<file path="config.mk">
export PLATFORM = sky130hd
export DESIGN_NAME = i2c_arbiter
export DESIGN_NICKNAME = d
export VERILOG_FILES = /design/src/rtl/i2c_arbiter.sv
export SDC_FILE = /design/constraint.sdc
export NUM_CORES = 1
export LEC_CHECK = 0
export ABC_AREA = 1
export BUFFER_PORTS_ARGS = -buffer_cell sky130_fd_sc_hd__buf_4
export CORE_AREA = 2 2 87 89
export CTS_CLUSTER_SIZE = 8
export DETAILED_ROUTE_END_ITERATION = 6
export DIE_AREA = 0 0 89 91
export PLACE_DENSITY = 0.77
export SKIP_CTS_REPAIR_TIMING = 1
export SLEW_MARGIN = 20
export SYNTH_ARGS = -nofsm -noshare
export SYNTH_HDL_FRONTEND = slang
export SYNTH_SLANG_ARGS = --single-unit
</file>
<file path="constraint.sdc">
create_clock -name clk_25M -period 3.1 [get_ports clk_25M]
set_input_delay 0.62 -clock clk_25M [delete_from_list [all_inputs] [get_ports clk_25M]]
set_output_delay 0.62 -clock clk_25M [all_outputs]
set_load 0.05 [all_outputs]
</file>
<file path="src/rtl/i2c_arbiter.sv">
// Two-port round-robin arbiter in front of a shared I2C send engine: port 0 is the
// boot configuration sequencer, port 1 the runtime register writer gated by en1.
module i2c_arbiter #(
    parameter int unsigned TIMEOUT = 2500000
) (
    input  logic        clk_25M,
    input  logic        rst_100,
    input  logic        req0,
    input  logic [31:0] data0,
    output logic        done0,
    output logic        err0,
    input  logic        req1,
    input  logic [31:0] data1,
    output logic        done1,
    output logic        err1,
    input  logic        en1,
    output logic        m_req,
    output logic [31:0] m_data,
    input  logic        m_ack,
    output logic        busy,
    output logic        grant_id
);
    typedef enum logic [1:0] {IDLE, WAIT_ACK, RELEASE, DONE} state_t;

    localparam logic [23:0] WD_LIMIT = 24'(TIMEOUT - 1);

    state_t      state_q, state_d;
    logic        m_req_q, m_req_d;
    logic [31:0] m_data_q, m_data_d;
    logic        grant_q, grant_d;
    logic        last_q, last_d;
    logic        busy_q, busy_d;
    logic        err_q, err_d;
    logic [23:0] wd_q, wd_d;

    logic elig0, elig1, sel, wd_expired;

    assign elig0      = req0;
    assign elig1      = req1 & en1;
    assign sel        = (elig0 & elig1) ? ~last_q : elig1;
    // A compare of >= keeps RELEASE bounded even when the ack lands on the last WAIT_ACK cycle.
    assign wd_expired = (wd_q >= WD_LIMIT);

    always_comb begin
        // NOTE: every next-state value gets a default first so no path infers a latch.
        state_d  = state_q;
        m_req_d  = m_req_q;
        m_data_d = m_data_q;
        grant_d  = grant_q;
        last_d   = last_q;
        busy_d   = busy_q;
        err_d    = err_q;
        wd_d     = wd_q;
        unique case (state_q)
            IDLE: begin
                if (elig0 | elig1) begin
                    state_d  = WAIT_ACK;
                    m_req_d  = 1'b1;
                    m_data_d = sel ? data1 : data0;
                    grant_d  = sel;
                    last_d   = sel;
                    busy_d   = 1'b1;
                    err_d    = 1'b0;
                    wd_d     = '0;
                end
            end
            WAIT_ACK: begin
                wd_d = wd_q + 24'd1;
                if (m_ack) begin
                    m_req_d = 1'b0;
                    state_d = RELEASE;
                end else if (wd_expired) begin
                    m_req_d = 1'b0;
                    err_d   = 1'b1;
                    state_d = DONE;
                end
            end
            RELEASE: begin
                wd_d = wd_q + 24'd1;
                if (!m_ack) begin
                    state_d = DONE;
                end else if (wd_expired) begin
                    err_d   = 1'b1;
                    state_d = DONE;
                end
            end
            DONE: begin
                state_d = IDLE;
                busy_d  = 1'b0;
            end
            default: state_d = IDLE;
        endcase
    end

    // NOTE: sequential state uses non-blocking assignments only.
    always_ff @(posedge clk_25M or negedge rst_100) begin
        if (!rst_100) begin
            state_q  <= IDLE;
            m_req_q  <= 1'b0;
            m_data_q <= '0;
            grant_q  <= 1'b0;
            last_q   <= 1'b1;
            busy_q   <= 1'b0;
            err_q    <= 1'b0;
            wd_q     <= '0;
        end else begin
            state_q  <= state_d;
            m_req_q  <= m_req_d;
            m_data_q <= m_data_d;
            grant_q  <= grant_d;
            last_q   <= last_d;
            busy_q   <= busy_d;
            err_q    <= err_d;
            wd_q     <= wd_d;
        end
    end

    assign m_req    = m_req_q;
    assign m_data   = m_data_q;
    assign grant_id = grant_q;
    assign busy     = busy_q;
    assign done0    = (state_q == DONE) & ~grant_q;
    assign done1    = (state_q == DONE) &  grant_q;
    assign err0     = done0 & err_q;
    assign err1     = done1 & err_q;

endmodule

</file>
==> impl_metrics.csv, run 1 <==
group,metric,value,unit
final_layout,regArea,1580,µm²
sta,period_share,77.4,%
sta,hold_violations,0,
run_status,status,"finished clean",
synth,syn_area,3520,µm²
placed_design,preCtsSetupSlack,0.781,ns
synth,synth_nets,560,
synth,synthDistinctLibCells,33,
worst_setup_path,slowest_stage,"ha_1",
min_path,holdCritPathClass,"input port to async pin",
clocking,clk_pin_slew_worst_paths,0.07,ns
synth,synth_top_family_by_area,"simple AND/OR/NAND/NOR gates",
synth,synthCells,485,
synth,yosys.area_share.simple,30.2,%
floorplanning,die_w,89,µm
sta,slew_violations,0,
final_layout,nets,667,
floorplanning,ioPinCount,109,
synth,synth_xor_area_share,0.747,%
synth,yosysWarnings,0,
worst_setup_path,path_class,"flip-flop to flip-flop",
job,maxCapViolCount,0,
sta,finalSetupTns,0,ns
power,peakVddDrop,0.652,mV
sta,whs,0.360,ns
worst_setup_path,worstSetupEndpointType,"flip-flop",
synth,synth_fa_ha_area_share,1.78,%
worst_setup_path,reg2reg_slack,0.70,ns
placed_design,place_congestion,0.855,
clocking,worst_skew_pair.late_latency,0.35,ns
global_routing,grt_pass1_vias,3479,
final_layout,layout_commonest_cell,"nand2_1",
final_layout,fin_util,64.3,%
final_layout,layout_common_cells,"nand2_1, buf_4, nor2_1, o21ai_0, dfrtp_1",
drt,first_iter_violations,246,
final_layout,drive_above_1_share,24.0,%
floorplanning,core_area,7140,µm²
global_routing,use_met2,39.4,%
global_routing,grt_use_met1,32.4,%
sta,layout_min_cycle_time,2.40,ns
worst_setup_path,cp_common_cell,"nand2_1",
final_layout,syn_to_final_growth,30.6,%
drt,drt_pass1_iterations,5,
worst_setup_path,crit_chain,"inv_1, ha_1, inv_2, nand2_1, nand2_1, inv_1, nand2_1, nor2_2, nand2_1, o21ai_1, a21oi_1",
global_routing,grt_start_max_net_pins,64,
synth,ys_seq_elements,63,
worst_setup_path,r2r_start,"state_q[1]$_DFFE_PN0N_",
sta,max_slew_margin,46.7,%
drt,ant_nets,0,
clocking,cts_tree,"done",
final_layout,multi_input_area,1680,µm²
final_layout,diodes,0,
worst_setup_path,rr_worst_depth,11,
global_routing,top_usage_layer,"met2",
final_layout,fill_cells,672,
worst_setup_path,crit_path_max_fanout,15,
global_routing,grt_use_met3,6.55,%
global_routing,grt_pass1_wl,15.8,mm
floorplanning,fp.dieH,91,µm
clocking,cts.sinks,63,
worst_setup_path,startpoint_type,"flip-flop",
sta,worst_slew_pin_slew,0.799,ns
clocking,clk_path_buf_depth,2,
sta,fmax,0.417,GHz
global_routing,track_usage,24.8,%
clocking,htreeDepth,3,
global_routing,antenna_found_initial,0,
drt,via_per_inst,5.21,
floorplanning,start_util,49.3,%
sta,setup_viol,0,
power,leakage,2.29,nW
worst_setup_path,cp_data_arrival_time,2.62,ns
synth,ys_seq_area_share,44.9,%
worst_setup_path,crit_required,3.32,ns
drt,drc_errors,0,
drt,wire_per_inst,13.9,µm
drt,route.vias.total,3625,
placed_design,dp_hpwl,7.05,mm
worst_setup_path,timing.rr.end,"wd_q[12]$_DFFE_PN0P_",
floorplanning,floorplan.rows,31,
worst_setup_path,critPathMaxStageDelay,0.63,ns
placed_design,numPortBuffers,108,
sta,skew,0.00986,ns
synth,synth.avg_cell_area,7.25,µm²
sta,grt_setup_unrepaired,"no",
floorplanning,die_area,8100,µm²
global_routing,overflow,0,
drt,routed_wl,9.65,mm
synth,synth-compound-area-share,15.0,%
power,powerDensity,894,nW/µm²
synth,synthMuxAreaShare,0,%
sta,setup_slack,0.700,ns
clocking,cts-root-buf,"clkbuf_8",
clocking,cts_buffers,9,
==> worst max path at each step <==
stage / start / slack, ns / endpoint
after floorplan: grant_id$_DFFE_PN0P_ / 0.73 / err0
after global placement: state_q[1]$_DFFE_PN0N_ / 0.86 / wd_q[12]$_DFFE_PN0P_
after detailed placement: state_q[1]$_DFFE_PN0N_ / 0.78 / wd_q[12]$_DFFE_PN0P_
after CTS: state_q[1]$_DFFE_PN0N_ / 0.75 / wd_q[12]$_DFFE_PN0P_
after global routing: state_q[1]$_DFFE_PN0N_ / 0.53 / wd_q[12]$_DFFE_PN0P_
final: state_q[1]$_DFFE_PN0N_ / 0.70 / wd_q[12]$_DFFE_PN0P_
==> state kept, by name, summed over array words and instances, names as in the netlist <==
signal / count
state_q: 2
last_q: 1
m_data: 32
m_req: 1
err_q: 1
busy: 1
wd_q: 24
grant_id: 1
==> cells by family after synthesis <==
family | after synthesis
DFF | 63
buffers and inverters | 68
AOI/OAI and AO/OA | 99
and+or+nand+nor | 247
adders and majority gates | 5
xor gates and xnor gates | 3
==> where the power goes <==
| group | internal [mW] | switching [mW] | leakage (nW) |
|---|---|---|---|
| Sequential | 1.09 | 0.169 | 0.806 |
| Combinational | 0.622 | 1.57 | 1.39 |
| Clock | 0.333 | 0.318 | 0.0934 |
==> stage by stage <==
stage / cells / area [µm²] / total power, mW
finish: 696 / 4590 / 4.10
global placement: 680 / 4410 / 3.42
detailed placement: 680 / 4410 / 3.46
global route: 696 / 4590 / 4.34
CTS: 696 / 4590 / 4.12
floorplan: 485 / 3520 / 2.78
==> routing by layer <==
layer,wire length (µm),share of wire (%),vias up
met1,4010,42,1689
met4,192,2.0,0
met3,674,7.0,19
met5,0,0,-
li1,-,-,1792
met2,4780,49,125
==> final cells by class <==
type | count | share of cell area (%)
inverters | 52 | 4.25
clock inverters | 3 | 0.409
multi-input cells | 354 | 36.5
repair buffers | 112 | 18.3
clock buffers | 13 | 3.46
flip-flops and latches | 63 | 34.4
well taps | 99 | 2.70
==> Yosys cell counts <==
cell type  number  area (µm²)
nand2_1       119         447
nor2_1         70         263
o21ai_0        65         325
dfrtp_1        62        1550
inv_1          47         176
nand3_1        24         120
o21ai_1        15        75.1
nand4_1        13        81.3
clkbuf_1       12        45.0
a21oi_1        10        50.1
nor3_1          8        40.0
ha_1            5        62.6
inv_2           5        18.8
nor2_2          5        31.3
buf_2           3        15.0
xor2_1          3        26.3
a211oi_1        2        15.0
nand3_2         2        20.0
a21o_1          1        7.51
a21oi_4         1        16.3
a22oi_1         1        7.51
a2bb2oi_1       1        8.76
and2_1          1        6.26
buf_4           1        7.51
dfstp_2         1        26.3
nand3b_1        1        7.51
nor3_2          1        10.0
nor3_4          1        16.3
nor3b_2         1        12.5
nor4_1          1        6.26
o211ai_1        1        7.51
o22ai_1         1        6.26
o31ai_1         1        7.51
==> worst max-delay path, delay by kind of cell (launching register included) <==
kind,cells,cell delay [ns]
fa+ha+maj,1,0.63
simple gates,5,0.65
compound gates,2,0.25
flops,1,0.42
buf+inv,3,0.32
Note: power is estimated with default switching activity, not from simulation.
==> inputs of run 2 (changes only) <==
==> constraint.sdc (replaced) <==
create_clock -name clk_25M -period 2.3 [get_ports clk_25M]
set_input_delay 0.46 -clock clk_25M [delete_from_list [all_inputs] [get_ports clk_25M]]
set_output_delay 0.46 -clock clk_25M [all_outputs]
set_load 0.05 [all_outputs]
==> run 2 against run 1 <==
  * Power is 42% higher
  * Flip-flop and latch count stayed put
  * Hold slack worse by 0.17 ns
  * Count of clock-buffer cells in the layout is 1 lower
  * Critical endpoint is now err0
  * Highest routed layer unchanged
  * Clock power is 74% higher
  * First-iteration DRC count is 11% lower
  * Via count is 1.2% lower
  * Core utilization is 0.96 points higher
==> impl_metrics.csv, run 2 (synthesis results as in run 1) <==
group,metric,value,unit
final_layout,layout_common_cells,"nand2_1, buf_4, nor2_1, o21ai_0, dfrtp_1",
sta,fmax,0.529,GHz
worst_setup_path,startpoint_type,"flip-flop",
global_routing,grt_pass1_wl,16.3,mm
global_routing,track_usage,25.7,%
drt,ant_nets,0,
drt,routed_wl,9.62,mm
worst_setup_path,r2r_start,"state_q[0]$_DFFE_PN0N_",
placed_design,place_congestion,0.921,
clocking,cts.sinks,63,
job,maxCapViolCount,0,
sta,slew_violations,0,
sta,setup_viol,0,
global_routing,grt_start_max_net_pins,64,
final_layout,diodes,0,
floorplanning,core_area,7140,µm²
floorplanning,start_util,49.3,%
floorplanning,fp.dieH,91,µm
drt,dr_wl_met2,4.66,mm
drt,drt_pass1_iterations,4,
drt,route.vias.total,3580,
placed_design,dp_hpwl,7.08,mm
clocking,worst_skew_pair.late_latency,0.35,ns
sta,layout_min_cycle_time,1.89,ns
final_layout,regArea,1580,µm²
worst_setup_path,crit_required,1.84,ns
min_path,holdCritPathClass,"input port to async pin",
worst_setup_path,worstSetupEndpointType,"output port",
run_status,status,"finished clean",
final_layout,nets,669,
global_routing,antenna_found_initial,0,
clocking,clk_pin_slew_worst_paths,0.07,ns
final_layout,fill_cells,636,
final_layout,drive_above_1_share,24.4,%
floorplanning,ioPinCount,109,
final_layout,fin_util,65.3,%
drt,first_iter_violations,218,
drt,met3WireLength,619,µm
final_layout,syn_to_final_growth,32.5,%
final_layout,layout_commonest_cell,"nand2_1",
power,comb_power_share,51.2,%
sta,skew,0.00695,ns
power,p_clk_share,19.4,%
floorplanning,floorplan.rows,31,
sta,hold_violations,0,
floorplanning,die_area,8100,µm²
clocking,clk_path_buf_depth,2,
final_layout,largest_reg_flops,32,
power,pwr-share-seq,29.3,%
worst_setup_path,cp_data_arrival_time,1.43,ns
floorplanning,die_w,89,µm
power,intPower,3.01,mW
clocking,cts_buffers,9,
worst_setup_path,path_class,"flip-flop to output port",
global_routing,grt_pass1_vias,3628,
sta,worst_slew_pin_slew,0.786,ns
clocking,cts_tree,"done",
placed_design,numPortBuffers,108,
drt,wire_per_inst,13.8,µm
power,power.switching,2.80,mW
sta,max_slew_margin,47.6,%
power,leakage,2.32,nW
drt,wl_met1,4.07,mm
final_layout,multi_input_area,1680,µm²
worst_setup_path,rr_worst_depth,10,
power,powerDensity,1250,nW/µm²
power,switching_share,48.2,%
sta,period_share,82.2,%
sta,grt_setup_unrepaired,"no",
drt,dr.max_layer_used,"met4",
drt,via_per_inst,5.13,
drt,drc_errors,0,
clocking,htreeDepth,3,
clocking,cts-root-buf,"clkbuf_8",
global_routing,overflow,0,
power,peakVddDrop,0.956,mV
worst_setup_path,crit_start,"state_q[1]$_DFFE_PN0N_",
sta,finalSetupTns,0,ns
worst_setup_path,crit_path_max_fanout,5,
run 2: power groups by stage:
| stage | combinational (mW) | sequential, mW | clock, mW |
|---|---|---|---|
| floorplan | 0.999 | 2.74 | 0 |
| finish | 2.98 | 1.70 | 1.13 |
| global route | 3.22 | 1.75 | 1.19 |
| detailed placement | 3.00 | 1.71 | 0 |
| CTS | 3.00 | 1.70 | 1.15 |
| global placement | 2.94 | 1.70 | 0 |
run 2: layout make-up:
| type | count | area share (%) |
|---|---|---|
| clock inverter | 4 | 1.64 |
| sequential | 63 | 33.9 |
| tap | 99 | 2.66 |
| multi-input combinational | 354 | 36.0 |
| timing repair buffer | 114 | 18.4 |
| clock buffer | 12 | 3.33 |
| inverter | 52 | 4.19 |
run 2: path summary, 6_finish.rpt:
check	to	slack (ns)
worst min-delay path	wd_q[23]$_DFFE_PN0P_	0.19
max in group asynchronous	m_data[23]$_DFFE_PN0P_	1.59
worst max-delay path	err0	0.41
worst min register to register	last_q$_DFFE_PN1P_	0.47
min in group clk_25M	m_data[14]$_DFFE_PN0P_	0.36
worst max register to register	wd_q[11]$_DFFE_PN0P_	0.46
run 2: per-stage QoR:
step	instance area, µm²	setup WS (ns)	hold WS (ns)	std cells	total power, mW
2_1_floorplan	3520	0.0949	0.164	485	3.74
3_3_place_gp	4430	0.571	0.454	682	4.65
3_5_place_dp	4430	0.466	0.458	682	4.71
4_1_cts	4660	0.395	0.221	698	5.85
5_1_grt	4660	0.252	0.252	698	6.16
6_report	4660	0.409	0.189	698	5.81
run 2: layer usage:
metal / GRT usage [%] / vias to the layer above
li1: - / 1788
met1: 32.7 / 1670
met2: 40.2 / 96
met3: 7.45 / 26
met4: 11.3 / 0
met5: 0 / -
run 2: worst max-delay path, stage by stage (launching register included):
cell and delay, ns:
dfrtp_1 0.43, ha_1 0.19, inv_1 0.06, nor3_1 0.18, buf_4 0.23
==> inputs of run 3 (changes only) <==
==> constraint.sdc (replaced) <==
create_clock -name clk_25M -period 1.76 [get_ports clk_25M]
set_input_delay 0.352 -clock clk_25M [delete_from_list [all_inputs] [get_ports clk_25M]]
set_output_delay 0.352 -clock clk_25M [all_outputs]
set_load 0.05 [all_outputs]
==> run 3 against run 2 <==
  * Non-clock buffer count grew 20
  * Via count is 5.5% higher
  * Register-to-register slack worse by 0.32 ns
  * Power rose by 40%
  * Largest power group unchanged
  * Largest cell class unchanged
  * Highest routed layer unchanged
  * Clock power increased by 38%
  * Flip-flop and latch count unchanged
  * Routed wire length is 7.3% higher
  * Cell count rose by 2.9%
==> impl_metrics.csv, run 3 (synthesis results as in run 1) <==
group,metric,value,unit
run_status,status,"finished clean",
sta,whs,0.254,ns
final_layout,diodes,0,
worst_setup_path,crit_chain,"buf_4, ha_4, inv_2, nor2_1, buf_4",
power,power.switching,3.86,mW
min_path,worstHoldEndpoint,"m_data[21]$_DFFE_PN0P_",
worst_setup_path,cp_data_arrival_time,1.37,ns
global_routing,use_met2,42.4,%
min_path,worstHoldStart,"data1[21]",
final_layout,largest_reg_flops,32,
sta,finalSetupTns,0,ns
floorplanning,floorplan.rows,31,
worst_setup_path,critPathMaxStageDelay,0.41,ns
power,peakVddDrop,1.26,mV
global_routing,top_usage_layer,"met2",
placed_design,preCtsSetupSlack,0.0296,ns
worst_setup_path,reg2reg_slack,0.14,ns
worst_setup_path,crit_path_max_fanout,3,
worst_setup_path,cp_common_cell,"buf_4",
worst_setup_path,rr_worst_depth,11,
final_layout,syn_to_final_growth,40.6,%
drt,first_iter_violations,196,
final_layout,nets,689,
power,comb_power_share,53.4,%
floorplanning,core_area,7140,µm²
power,powerDensity,1640,nW/µm²
global_routing,grt_pass1_vias,3596,
clocking,clk_path_buf_depth,2,
sta,setup_viol,0,
sta,fmax,0.581,GHz
sta,slew_violations,0,
floorplanning,die_area,8100,µm²
drt,drc_errors,0,
placed_design,dp.cells,694,
power,pwr-share-seq,27.4,%
global_routing,grt_pass1_wl,16.6,mm
global_routing,overflow,0,
power,p_clk_share,19.2,%
worst_setup_path,crit_required,1.41,ns
sta,hold_violations,0,
drt,route.vias.total,3777,
sta,setup_slack,0.0402,ns
global_routing,grt_use_met3,6.18,%
global_routing,track_usage,26.1,%
worst_setup_path,startpoint_type,"flip-flop",
power,switching_share,47.4,%
sta,max_slew_margin,69.2,%
global_routing,antenna_found_initial,0,
clocking,cts-root-buf,"clkbuf_8",
power,leakage,2.45,nW
placed_design,dp_hpwl,7.58,mm
job,maxCapViolCount,0,
clocking,cts_buffers,9,
worst_setup_path,worstSetupEndpointType,"output port",
final_layout,fin_cells,718,
global_routing,grt_use_met1,32.9,%
final_layout,drive_above_1_share,30.0,%
drt,via_per_inst,5.26,
clocking,cts_tree,"done",
final_layout,fill_cells,612,
final_layout,regArea,1580,µm²
drt,drt_pass1_iterations,5,
sta,skew,0.0131,ns
power,power.total,8.13,mW
final_layout,layout_commonest_cell,"buf_4",
sta,period_share,97.7,%
floorplanning,start_util,49.3,%
final_layout,fin_util,69.3,%
floorplanning,die_w,89,µm
min_path,holdCritPathClass,"input port to flip-flop",
min_path,whs_path_depth,3,
floorplanning,ioPinCount,109,
clocking,clk_pin_slew_worst_paths,0.08,ns
worst_setup_path,path_class,"flip-flop to output port",
clocking,htreeDepth,3,
global_routing,grt_start_max_net_pins,34,
drt,ant_nets,0,
placed_design,numPortBuffers,108,
final_layout,multi_input_area,1760,µm²
worst_setup_path,r2r_start,"state_q[0]$_DFFE_PN0N_",
worst_setup_path,timing.rr.end,"wd_q[17]$_DFFE_PN0P_",
worst_setup_path,slowest_stage,"dfrtp_1",
final_layout,layout_common_cells,"buf_4, nand2_1, nor2_1, o21ai_0, dfrtp_1",
floorplanning,fp.dieH,91,µm
power,intPower,4.28,mW
placed_design,place_congestion,0.958,
sta,worst_slew_pin_slew,0.461,ns
sta,layout_min_cycle_time,1.72,ns
clocking,worst_skew_pair.late_latency,0.35,ns
clocking,cts.sinks,63,
drt,routed_wl,10.3,mm
final_layout,post-route-cell-area,4950,µm²
drt,wire_per_inst,14.4,µm
placed_design,placed_area,4550,µm²
run 3: cell count changes in the layout (fill, tap and decap cells not counted), sizes merged:
cell,previous run,this run
buf,114,133
bufinv,2,3
clkbuf,12,9
clkinv,0,2
dlygate4sd3,0,1
run 3: worst max path at each step:
| stage | from | to | slack, ns |
|---|---|---|---|
| floorplan | grant_id$_DFFE_PN0P_ | err0 | 0.08 |
| CTS | state_q[1]$_DFFE_PN0N_ | err0 | -0.04 |
| finish | state_q[0]$_DFFE_PN0N_ | done0 | 0.04 |
| detailed placement | state_q[0]$_DFFE_PN0N_ | wd_q[12]$_DFFE_PN0P_ | 0.03 |
| global route | state_q[0]$_DFFE_PN0N_ | wd_q[17]$_DFFE_PN0P_ | -0.03 |
| global placement | state_q[0]$_DFFE_PN0N_ | wd_q[11]$_DFFE_PN0P_ | 0.11 |
run 3: critical path: cells and delay by family (launching register included):
family,cells,cell delay [ns]
buffers and inverters,3,0.42
adders and majority gates,1,0.15
DFF,1,0.41
and+or+nand+nor,1,0.05
run 3: cell type report:
| type | count | area share, % |
|---|---|---|
| multi-input combinational | 354 | 35.6 |
| sequential | 63 | 31.9 |
| timing repair buffer | 134 | 21.0 |
| clock buffer | 9 | 2.50 |
| tap | 99 | 2.50 |
| inverter | 52 | 3.95 |
| clock inverter | 7 | 2.43 |
run 3: power groups by stage:
stage          sequential, mW  combinational (mW)  clock (mW)
2_1_floorplan            3.58                1.31           0
3_3_place_gp             2.23                4.02           0
3_5_place_dp             2.23                4.11           0
4_1_cts                  2.22                4.13        1.57
5_1_grt                  2.29                4.65        1.64
6_report                 2.23                4.34        1.56
run 3: layer usage:
metal,vias to the layer above,routed length (µm)
met5,-,0
met4,0,301
met3,26,616
met2,149,5360
met1,1767,4060
li1,1835,-
